===== config.mk =====
export PLATFORM = sky130hd
export DESIGN_NAME = dm_access_ctrl
export DESIGN_NICKNAME = d
export VERILOG_FILES = /design/src/rtl/dm_pkg.sv /design/src/rtl/dm_lane_unit.sv /design/src/rtl/dm_access_ctrl.sv
export SDC_FILE = /design/constraint.sdc
export NUM_CORES = 1
export LEC_CHECK = 0
export ABC_AREA = 1
export CORE_UTILIZATION = 59
export DETAILED_ROUTE_END_ITERATION = 16
export DONT_BUFFER_PORTS = 1
export PLACE_DENSITY = 0.78
export SETUP_SLACK_MARGIN = 0.1
export SLEW_MARGIN = 15
export SYNTH_ARGS = -nofsm -noshare
export SYNTH_HDL_FRONTEND = slang
export SYNTH_SLANG_ARGS = --single-unit
export TNS_END_PERCENT = 20

===== constraint.sdc =====
create_clock -name clk -period 1.9 [get_ports clk]
set_clock_uncertainty 0.2 [all_clocks]
set_input_delay 0.38 -clock clk [delete_from_list [all_inputs] [get_ports clk]]
set_output_delay 0.38 -clock clk [all_outputs]
set_load 0.01 [all_outputs]

===== src/rtl/dm_pkg.sv =====
// Shared encodings for the data-memory access controller: access sizes and sequencer states.
package dm_pkg;

    localparam logic [1:0] SZ_BYTE = 2'b00;
    localparam logic [1:0] SZ_HALF = 2'b01;
    localparam logic [1:0] SZ_WORD = 2'b10;

    typedef enum logic [1:0] {
        IDLE    = 2'd0,
        RMW_WR  = 2'd1,
        DBG_ACK = 2'd2
    } state_t;

endpackage


===== src/rtl/dm_lane_unit.sv =====
// Combinational lane logic: little-endian load select/extension and sub-word store merge.
// Size 2'b11 falls through to the word paths.
module dm_lane_unit
    import dm_pkg::*;
(
    input  logic [1:0]  size,
    input  logic        sext,
    input  logic [1:0]  lane,
    input  logic [31:0] rword,
    input  logic [31:0] wdata,
    output logic [31:0] load_data,
    output logic [31:0] merge_data
);

    logic [7:0]  byte_sel;
    logic [15:0] half_sel;

    always_comb begin
        byte_sel = rword[7:0];
        case (lane)
            2'd0:    byte_sel = rword[7:0];
            2'd1:    byte_sel = rword[15:8];
            2'd2:    byte_sel = rword[23:16];
            default: byte_sel = rword[31:24];
        endcase
        half_sel = lane[1] ? rword[31:16] : rword[15:0];

        case (size)
            SZ_BYTE: load_data = {{24{sext & byte_sel[7]}}, byte_sel};
            SZ_HALF: load_data = {{16{sext & half_sel[15]}}, half_sel};
            default: load_data = rword;
        endcase
    end

    // Merge keeps the untouched lanes of the current memory word.
    always_comb begin
        merge_data = rword;
        case (size)
            SZ_BYTE: begin
                case (lane)
                    2'd0:    merge_data[7:0]   = wdata[7:0];
                    2'd1:    merge_data[15:8]  = wdata[7:0];
                    2'd2:    merge_data[23:16] = wdata[7:0];
                    default: merge_data[31:24] = wdata[7:0];
                endcase
            end
            SZ_HALF: begin
                if (lane[1])
                    merge_data[31:16] = wdata[15:0];
                else
                    merge_data[15:0] = wdata[15:0];
            end
            default: merge_data = wdata;
        endcase
    end

endmodule


===== src/rtl/dm_access_ctrl.sv =====
// Arbitrates the word-only data memory between the MEM stage and a debug port; loads and word
// stores take zero cycles, sub-word stores stall one cycle for read-modify-write, debug acks next cycle.
module dm_access_ctrl
    import dm_pkg::*;
#(
    parameter int STARVE_MAX = 8,
    parameter int CNT_W      = 8
) (
    input  logic        clk,
    input  logic        rst_n,
    input  logic        cpu_req,
    input  logic        cpu_we,
    input  logic [1:0]  cpu_size,
    input  logic        cpu_sext,
    input  logic [11:0] cpu_addr,
    input  logic [31:0] cpu_wdata,
    output logic [31:0] cpu_rdata,
    output logic        cpu_stall,
    output logic        cpu_misalign,
    input  logic        dbg_req,
    input  logic        dbg_we,
    input  logic [9:0]  dbg_addr,
    input  logic [31:0] dbg_wdata,
    output logic [31:0] dbg_rdata,
    output logic        dbg_ack,
    output logic [9:0]  dm_addr,
    output logic [31:0] dm_din,
    output logic        dm_wr,
    input  logic [31:0] dm_dout
);

    state_t           state;
    logic [CNT_W-1:0] starve_cnt;
    logic [31:0]      merge_q;
    logic [9:0]       addr_q;

    logic [31:0] load_data;
    logic [31:0] merge_data;
    logic        is_sub;
    logic        force_dbg;
    logic        dbg_grant;
    logic        cpu_go;
    logic        rmw_start;
    logic        wr_int;
    logic        stall_int;

    dm_lane_unit u_lane (
        .size       (cpu_size),
        .sext       (cpu_sext),
        .lane       (cpu_addr[1:0]),
        .rword      (dm_dout),
        .wdata      (cpu_wdata),
        .load_data  (load_data),
        .merge_data (merge_data)
    );

    assign is_sub       = (cpu_size == SZ_BYTE) || (cpu_size == SZ_HALF);
    assign cpu_misalign = cpu_req &&
                          (((cpu_size == SZ_HALF) && cpu_addr[0]) ||
                           (!is_sub && (cpu_addr[1:0] != 2'b00)));

    // Debug is never granted in RMW_WR or on its own ack cycle.
    assign force_dbg = dbg_req && (starve_cnt == CNT_W'(STARVE_MAX));
    assign dbg_grant = (state == IDLE) && dbg_req && (!cpu_req || force_dbg);
    assign cpu_go    = (state != RMW_WR) && cpu_req && !cpu_misalign && !dbg_grant;
    assign rmw_start = cpu_go && cpu_we && is_sub;

    always_comb begin
        dm_addr   = cpu_addr[11:2];
        dm_din    = cpu_wdata;
        wr_int    = 1'b0;
        stall_int = 1'b0;
        if (state == RMW_WR) begin
            dm_addr = addr_q;
            dm_din  = merge_q;
            wr_int  = 1'b1;
        end else if (dbg_grant) begin
            dm_addr   = dbg_addr;
            dm_din    = dbg_wdata;
            wr_int    = dbg_we;
            stall_int = cpu_req;
        end else if (cpu_go && cpu_we) begin
            if (is_sub)
                stall_int = 1'b1;
            else
                wr_int = 1'b1;
        end
    end

    // Gating with rst_n drops an in-flight RMW write the moment reset asserts.
    assign dm_wr     = wr_int & rst_n;
    assign cpu_stall = stall_int & rst_n;
    assign cpu_rdata = load_data;

    always_ff @(posedge clk or negedge rst_n) begin
        if (!rst_n) begin
            state      <= IDLE;
            dbg_ack    <= 1'b0;
            dbg_rdata  <= '0;
            merge_q    <= '0;
            addr_q     <= '0;
            starve_cnt <= '0;
        end else begin
            dbg_ack <= dbg_grant;
            if (dbg_grant)
                dbg_rdata <= dm_dout;

            if (!dbg_req || dbg_grant)
                starve_cnt <= '0;
            else if (starve_cnt != CNT_W'(STARVE_MAX))
                starve_cnt <= starve_cnt + 1'b1;

            if (rmw_start) begin
                merge_q <= merge_data;
                addr_q  <= cpu_addr[11:2];
            end

            case (state)
                RMW_WR:  state <= IDLE;
                default: begin
                    if (dbg_grant)
                        state <= DBG_ACK;
                    else if (rmw_start)
                        state <= RMW_WR;
                    else
                        state <= IDLE;
                end
            endcase
        end
    end

endmodule


# Yosys cells after proc, flatten, opt, wreduce, memory -nomap -nowiden
# Index checks and enable logic that the tools add are counted.
# W data, S select, Z words.
# word_totals
ff_bits	85
latchBits	0
ramBits	0
rom_bits	0
in_bits	127
out_inout_bits	110
word_cells	71
mem_count	0
# op_classes
add_sub_neg	1
mul	0
n_div	0
order_cmp	0
eq_ne	7
shifts	0
mux	27
n_bitwise	4
n_reduce_logical	26
# op_table
cell	count
$pmux W32 S2	2
$mux W32	2
$mux W16	3
$mux W8	6
$pmux W8 S3	1
$mux W10	2
$logic_and A1 B1 Y1	11
$mux W1	9
$add A8 B1 Y8 const B	1
$eq A8 B4 Y1 const B	1
$ne A8 B4 Y1 const B	1
$eq A2 B1 Y1 const B	3
$logic_not A2 Y1	3
$logic_not A1 Y1	5
$and A1 B1 Y1	4
$logic_or A1 B1 Y1	4
$mux W2	2
$reduce_bool A2 Y1	2
$reduce_or A3 Y1	1
$eq A2 B2 Y1 const B	1
$ne A2 B1 Y1 const B	1

# Depth between registers and ports, before layout
# logic_depth
depth_word	14
ltp_mapped	11
depth_no_buf	10

# Hierarchy
# Synthesis repeated with hierarchy kept, for this count alone.
# unflattened
cells_unflattened	1017
area_unflattened_um2	6286.0
# by_module_without_submodules
mod	n_inst	cells_per_inst	area_each_um2	seq_area_each_um2
dm_access_ctrl	1	660	4454.3	2127.0
dm_lane_unit	1	357	1831.8	0.0

# Least setup slack after synthesis
# Ideal clock, no wire load.
# synth_timing
kind	register to output
start	reg starve_cnt[0]
end	out dm_wr
t_arrival_ps	1552
required_time_ps	1320
setup_slack_ps	-232
path_stages_with_launch	10
n_path_buf	2
cell_sequence	dfrtp_1 > inv_1 > ha_1 > nand3_1 > o21ai_2 > nand2_2 > buf_6 > buf_2 > nand3_1 > a21oi_1
# synth_via
elab_chain_len	11
# synth_rtl
element	line	rtl
from (decl)	dm_access_ctrl.sv:33	logic [CNT_W-1:0] starve_cnt;
from (signal assigned)	dm_access_ctrl.sv:111	starve_cnt <= starve_cnt + 1'b1;
$eq A8 B4 Y1 (*)	dm_access_ctrl.sv:63	assign force_dbg = dbg_req && (starve_cnt == CNT_W'(STARVE_MAX));
$logic_and A1 B1 Y1 (*)	dm_access_ctrl.sv:63	
$logic_or A1 B1 Y1 (*)	dm_access_ctrl.sv:64	assign dbg_grant = (state == IDLE) && dbg_req && (!cpu_req || force_dbg);
$logic_and A1 B1 Y1 (*)	dm_access_ctrl.sv:64	
$logic_not A1 Y1	dm_access_ctrl.sv:65	assign cpu_go = (state != RMW_WR) && cpu_req && !cpu_misalign && !dbg_grant;
$logic_and A1 B1 Y1	dm_access_ctrl.sv:65	
$logic_and A1 B1 Y1	dm_access_ctrl.sv:82	end else if (cpu_go && cpu_we) begin
$mux W1	dm_access_ctrl.sv:82	
$mux W1 (*)	dm_access_ctrl.sv:77	end else if (dbg_grant) begin
$mux W1 (*)	dm_access_ctrl.sv:73	if (state == RMW_WR) begin
$and A1 B1 Y1 (*)	dm_access_ctrl.sv:91	assign dm_wr = wr_int & rst_n;
to (decl)	dm_access_ctrl.sv:28	output logic dm_wr,
# Every way passes the cells marked *; elsewhere a longest branch is shown, timed or not.

# Worst setup path in the final report
# layout_timing
start	reg starve_cnt[1]
end	out dm_addr[7]
# layout_via
elab_chain_len	6
# layout_rtl
element	line	rtl
$eq A8 B4 Y1	dm_access_ctrl.sv:63	
$logic_and A1 B1 Y1	dm_access_ctrl.sv:63	
$logic_or A1 B1 Y1	dm_access_ctrl.sv:64	
$logic_and A1 B1 Y1	dm_access_ctrl.sv:64	
$mux W10	dm_access_ctrl.sv:77	
$mux W10	dm_access_ctrl.sv:73	
to (decl)	dm_access_ctrl.sv:26	output logic [9:0] dm_addr,
# Every way passes these cells.

==> results.txt <==
Hold Buf Count CTS -> 18
Failing checks -> negative hold slack, negative setup slack
Worst-Margin Slew -> 434 ps
Fmax -> 395 MHz
Uppermost layer routed -> met4
CP Max Fanout -> 8
Hold slack -> -515 ps
Area grow syn2layout -> 15.6%
# diodes -> 0
Fraction of layout cells with a size suffix above 1 -> 15.4%
Die W -> 106 microns
# setup viols final -> 91
Top-Level Pins -> 237
Register area share after synthesis -> 33.2%
Final core utilization -> 71.1%
Max Cap Violations -> 0
Cell Rows -> 37
Global-route usage over all layers -> 36.3%
Setup CP Type -> flop to output port
CP startpoint kind -> flop
Post-route minimum period -> 2530 ps
Core Area -> 0.0104 sq mm
RR Startpoint -> starve_cnt[1]
Grt ovf -> 0
Period Utilization, post-route -> 133%
Detail Route Antenna Nets -> 0
PD cells -> 750 mW/mm^2
Worst setup EP type -> output port
First-pass GRT wire length -> 31700 microns
Met2 Wirelength -> 9720 microns
Post-DP HPWL -> 14500 microns
Final worst slack -> -631 ps
Final setup TNS -> -32720 ps
Reg clk slew, reported paths -> 90 ps
Clk root buf -> clkbuf_8
Routed via count -> 6981
Synth unique cells -> 34
Final instance area -> 0.00741 sq mm
Vias in the first global route -> 6315
Initial DRC Count -> 576
Die Y-Extent -> 106 microns
Seq cells post-synth -> 85
Total Nets Final -> 1198
Status -> finished, violations left
Leak Pwr -> 4.07 nW
Number of antenna violations at the first check in global routing -> 0
Final Hold Fails -> 85
Residual DRC -> 0
Count of clock tree sinks -> 85
Cts bufs inserted -> 9
Pre-Repair DR Iteration Count -> 6
Register area -> 0.00213 sq mm
Pins Over Slew Limit -> 0
Mapped Cells -> 1052
GP Congestion -> 0.993
Die footprint -> 0.0113 sq mm
CTS Buffer Depth -> 2
Multi-input logic area -> 0.00361 sq mm
Setup crit start -> starve_cnt[1]
Synth warnings -> 0
Routed vias/inst -> 5.77
Slew headroom -> 71.0%
Detail Route met3 WL -> 2280 microns
CTS tree -> built
Initial Util -> 61.6%
Syn_area_per_cell -> 6.10 sq um
Synth Cell Area -> 0.00641 sq mm
Synthesized net count -> 1181
Max VDD drop -> 499 uV
Reg2reg path depth -> 11
Routed wire length per instance -> 17.2 microns
Post-placement cell area -> 0.00680 sq mm
Clk_lat worst skew -> 380 ps
RSZ-0062 raised after global routing -> yes
Overall power -> 5.56 mW
CP required -> 1320 ps
Number of buffers added on ports -> 0
Critical Path AT -> 1950 ps
H-tree levels -> 3
Met1 wire length -> 7830 microns
WL final -> 20800 microns
Largest net degree at the start of global routing -> 88
Fill cells -> 923
Worst hold path class -> input port to asynchronous set/reset pin
critical path, cell delays in order (launching register included):
cell and delay, ps:
dfrtp_1 390, inv_1 80, ha_2 190, nand3_2 90, o21ai_4 170, nand2_4 120
clkinv_8 100, clkbuf_16 170, nand2_2 50, nand2_1 50, nand2_1 60, nand2_2 100
per-layer routing:
| metal | vias to the layer above | GRT usage (%) |
|---|---|---|
| met5 | - | 0 |
| met4 | 0 | 18.8 |
| met3 | 77 | 11.1 |
| met2 | 418 | 58.3 |
| met1 | 3158 | 44.0 |
| li1 | 3328 | - |
logic make-up (layout without fill, tap and decap cells):
kind of cell    Yosys count  in the layout  synth area share [%]
compound gates          232            232                  19.9
simple gates            536            536                  33.2
xor+xnor                  2              2                 0.273
flops                    85             85                  33.2
buf+inv                 195            217                  13.1
fa+ha+maj                 2              2                 0.390
cells in the mapped netlist (all sizes together):
cell type / n / area, sq um
nor4: 1 / 6.26
o21ai: 124 / 624
nor3: 4 / 20.0
ha: 2 / 25.0
o22ai: 8 / 50.1
o2111ai: 4 / 41.3
nand3: 13 / 77.6
dfrtp: 85 / 2130
a22oi: 8 / 60.1
o211ai: 22 / 165
xor2: 1 / 8.76
a21oi: 65 / 325
inv: 128 / 480
xnor2: 1 / 8.76
and2: 1 / 8.76
clkbuf: 24 / 90.1
nand2: 404 / 1540
nor2: 112 / 469
clkinv: 1 / 3.75
nand4: 1 / 6.26
buf: 42 / 264
o221ai: 1 / 8.76
placed cells by master (no fill, tap or decap), types with 3 or more instances in the layout:
cell / synthesis / layout
a22oi_1: 8 / 8
dlygate4sd3_1: 0 / 18
buf_4: 2 / 40
buf_6: 8 / 3
o2111ai_1: 3 / 3
nor3_1: 4 / 4
o211ai_1: 22 / 22
inv_1: 112 / 111
nor2_2: 10 / 11
clkbuf_8: 0 / 10
a21oi_1: 65 / 63
inv_2: 16 / 14
o21ai_1: 15 / 19
nand2_2: 10 / 56
o22ai_1: 8 / 8
nand3_1: 12 / 10
dfrtp_1: 85 / 85
nor2_1: 100 / 99
bufinv_16: 0 / 3
o21ai_0: 108 / 104
buf_12: 0 / 7
nand2_1: 394 / 347
report_power, final:
| part | switching (mW) | leakage, nW | internal (mW) | total, mW |
|---|---|---|---|---|
| logic | 0.929 | 2.91 | 0.580 | 1.51 |
| registers | 0.283 | 1.03 | 2.16 | 2.44 |
| clock network | 0.692 | 0.124 | 0.914 | 1.61 |
sequential cells by signal, summed over array words and instances, names as in the netlist:
signal      flops
merge_q        32
starve_cnt      8
dbg_ack         1
dbg_rdata      32
state           2
addr_q         10
path summary, 6_finish.rpt:
check	to	slack, ps
max in group asynchronous	merge_q[4]	1880
worst max-delay path	dm_addr[7]	-630
worst min register to register	addr_q[3]	290
worst min-delay path	starve_cnt[7]	-510
worst max register to register	addr_q[1]	-230
min in group clk	dbg_rdata[7]	10
repair_timing:
action	CTS	global route
setup endpoints to repair	112	149
endpoints found under the hold margin	103	85
setup buffers	1	2
resized for setup	9	20
pin swaps	5	8
gates cloned	1	2
layout make-up:
cell class                      count  area share [%]
Tap cell                          136            2.30
Clock buffer                       11            1.91
Clock inverter                      5            1.45
Sequential cell                    85            28.7
Inverter                          129            6.77
Multi-Input combinational cell    772            48.8
Timing Repair Buffer               72            10.1
through the flow:
step                      std cells  setup WS (ps)
after floorplan                1052           -119
after global placement         1170           -129
after detailed placement       1170           -191
after CTS                      1206           -582
after global routing           1210           -734
final                          1210           -631
Note: power is estimated with default switching activity, not from simulation.
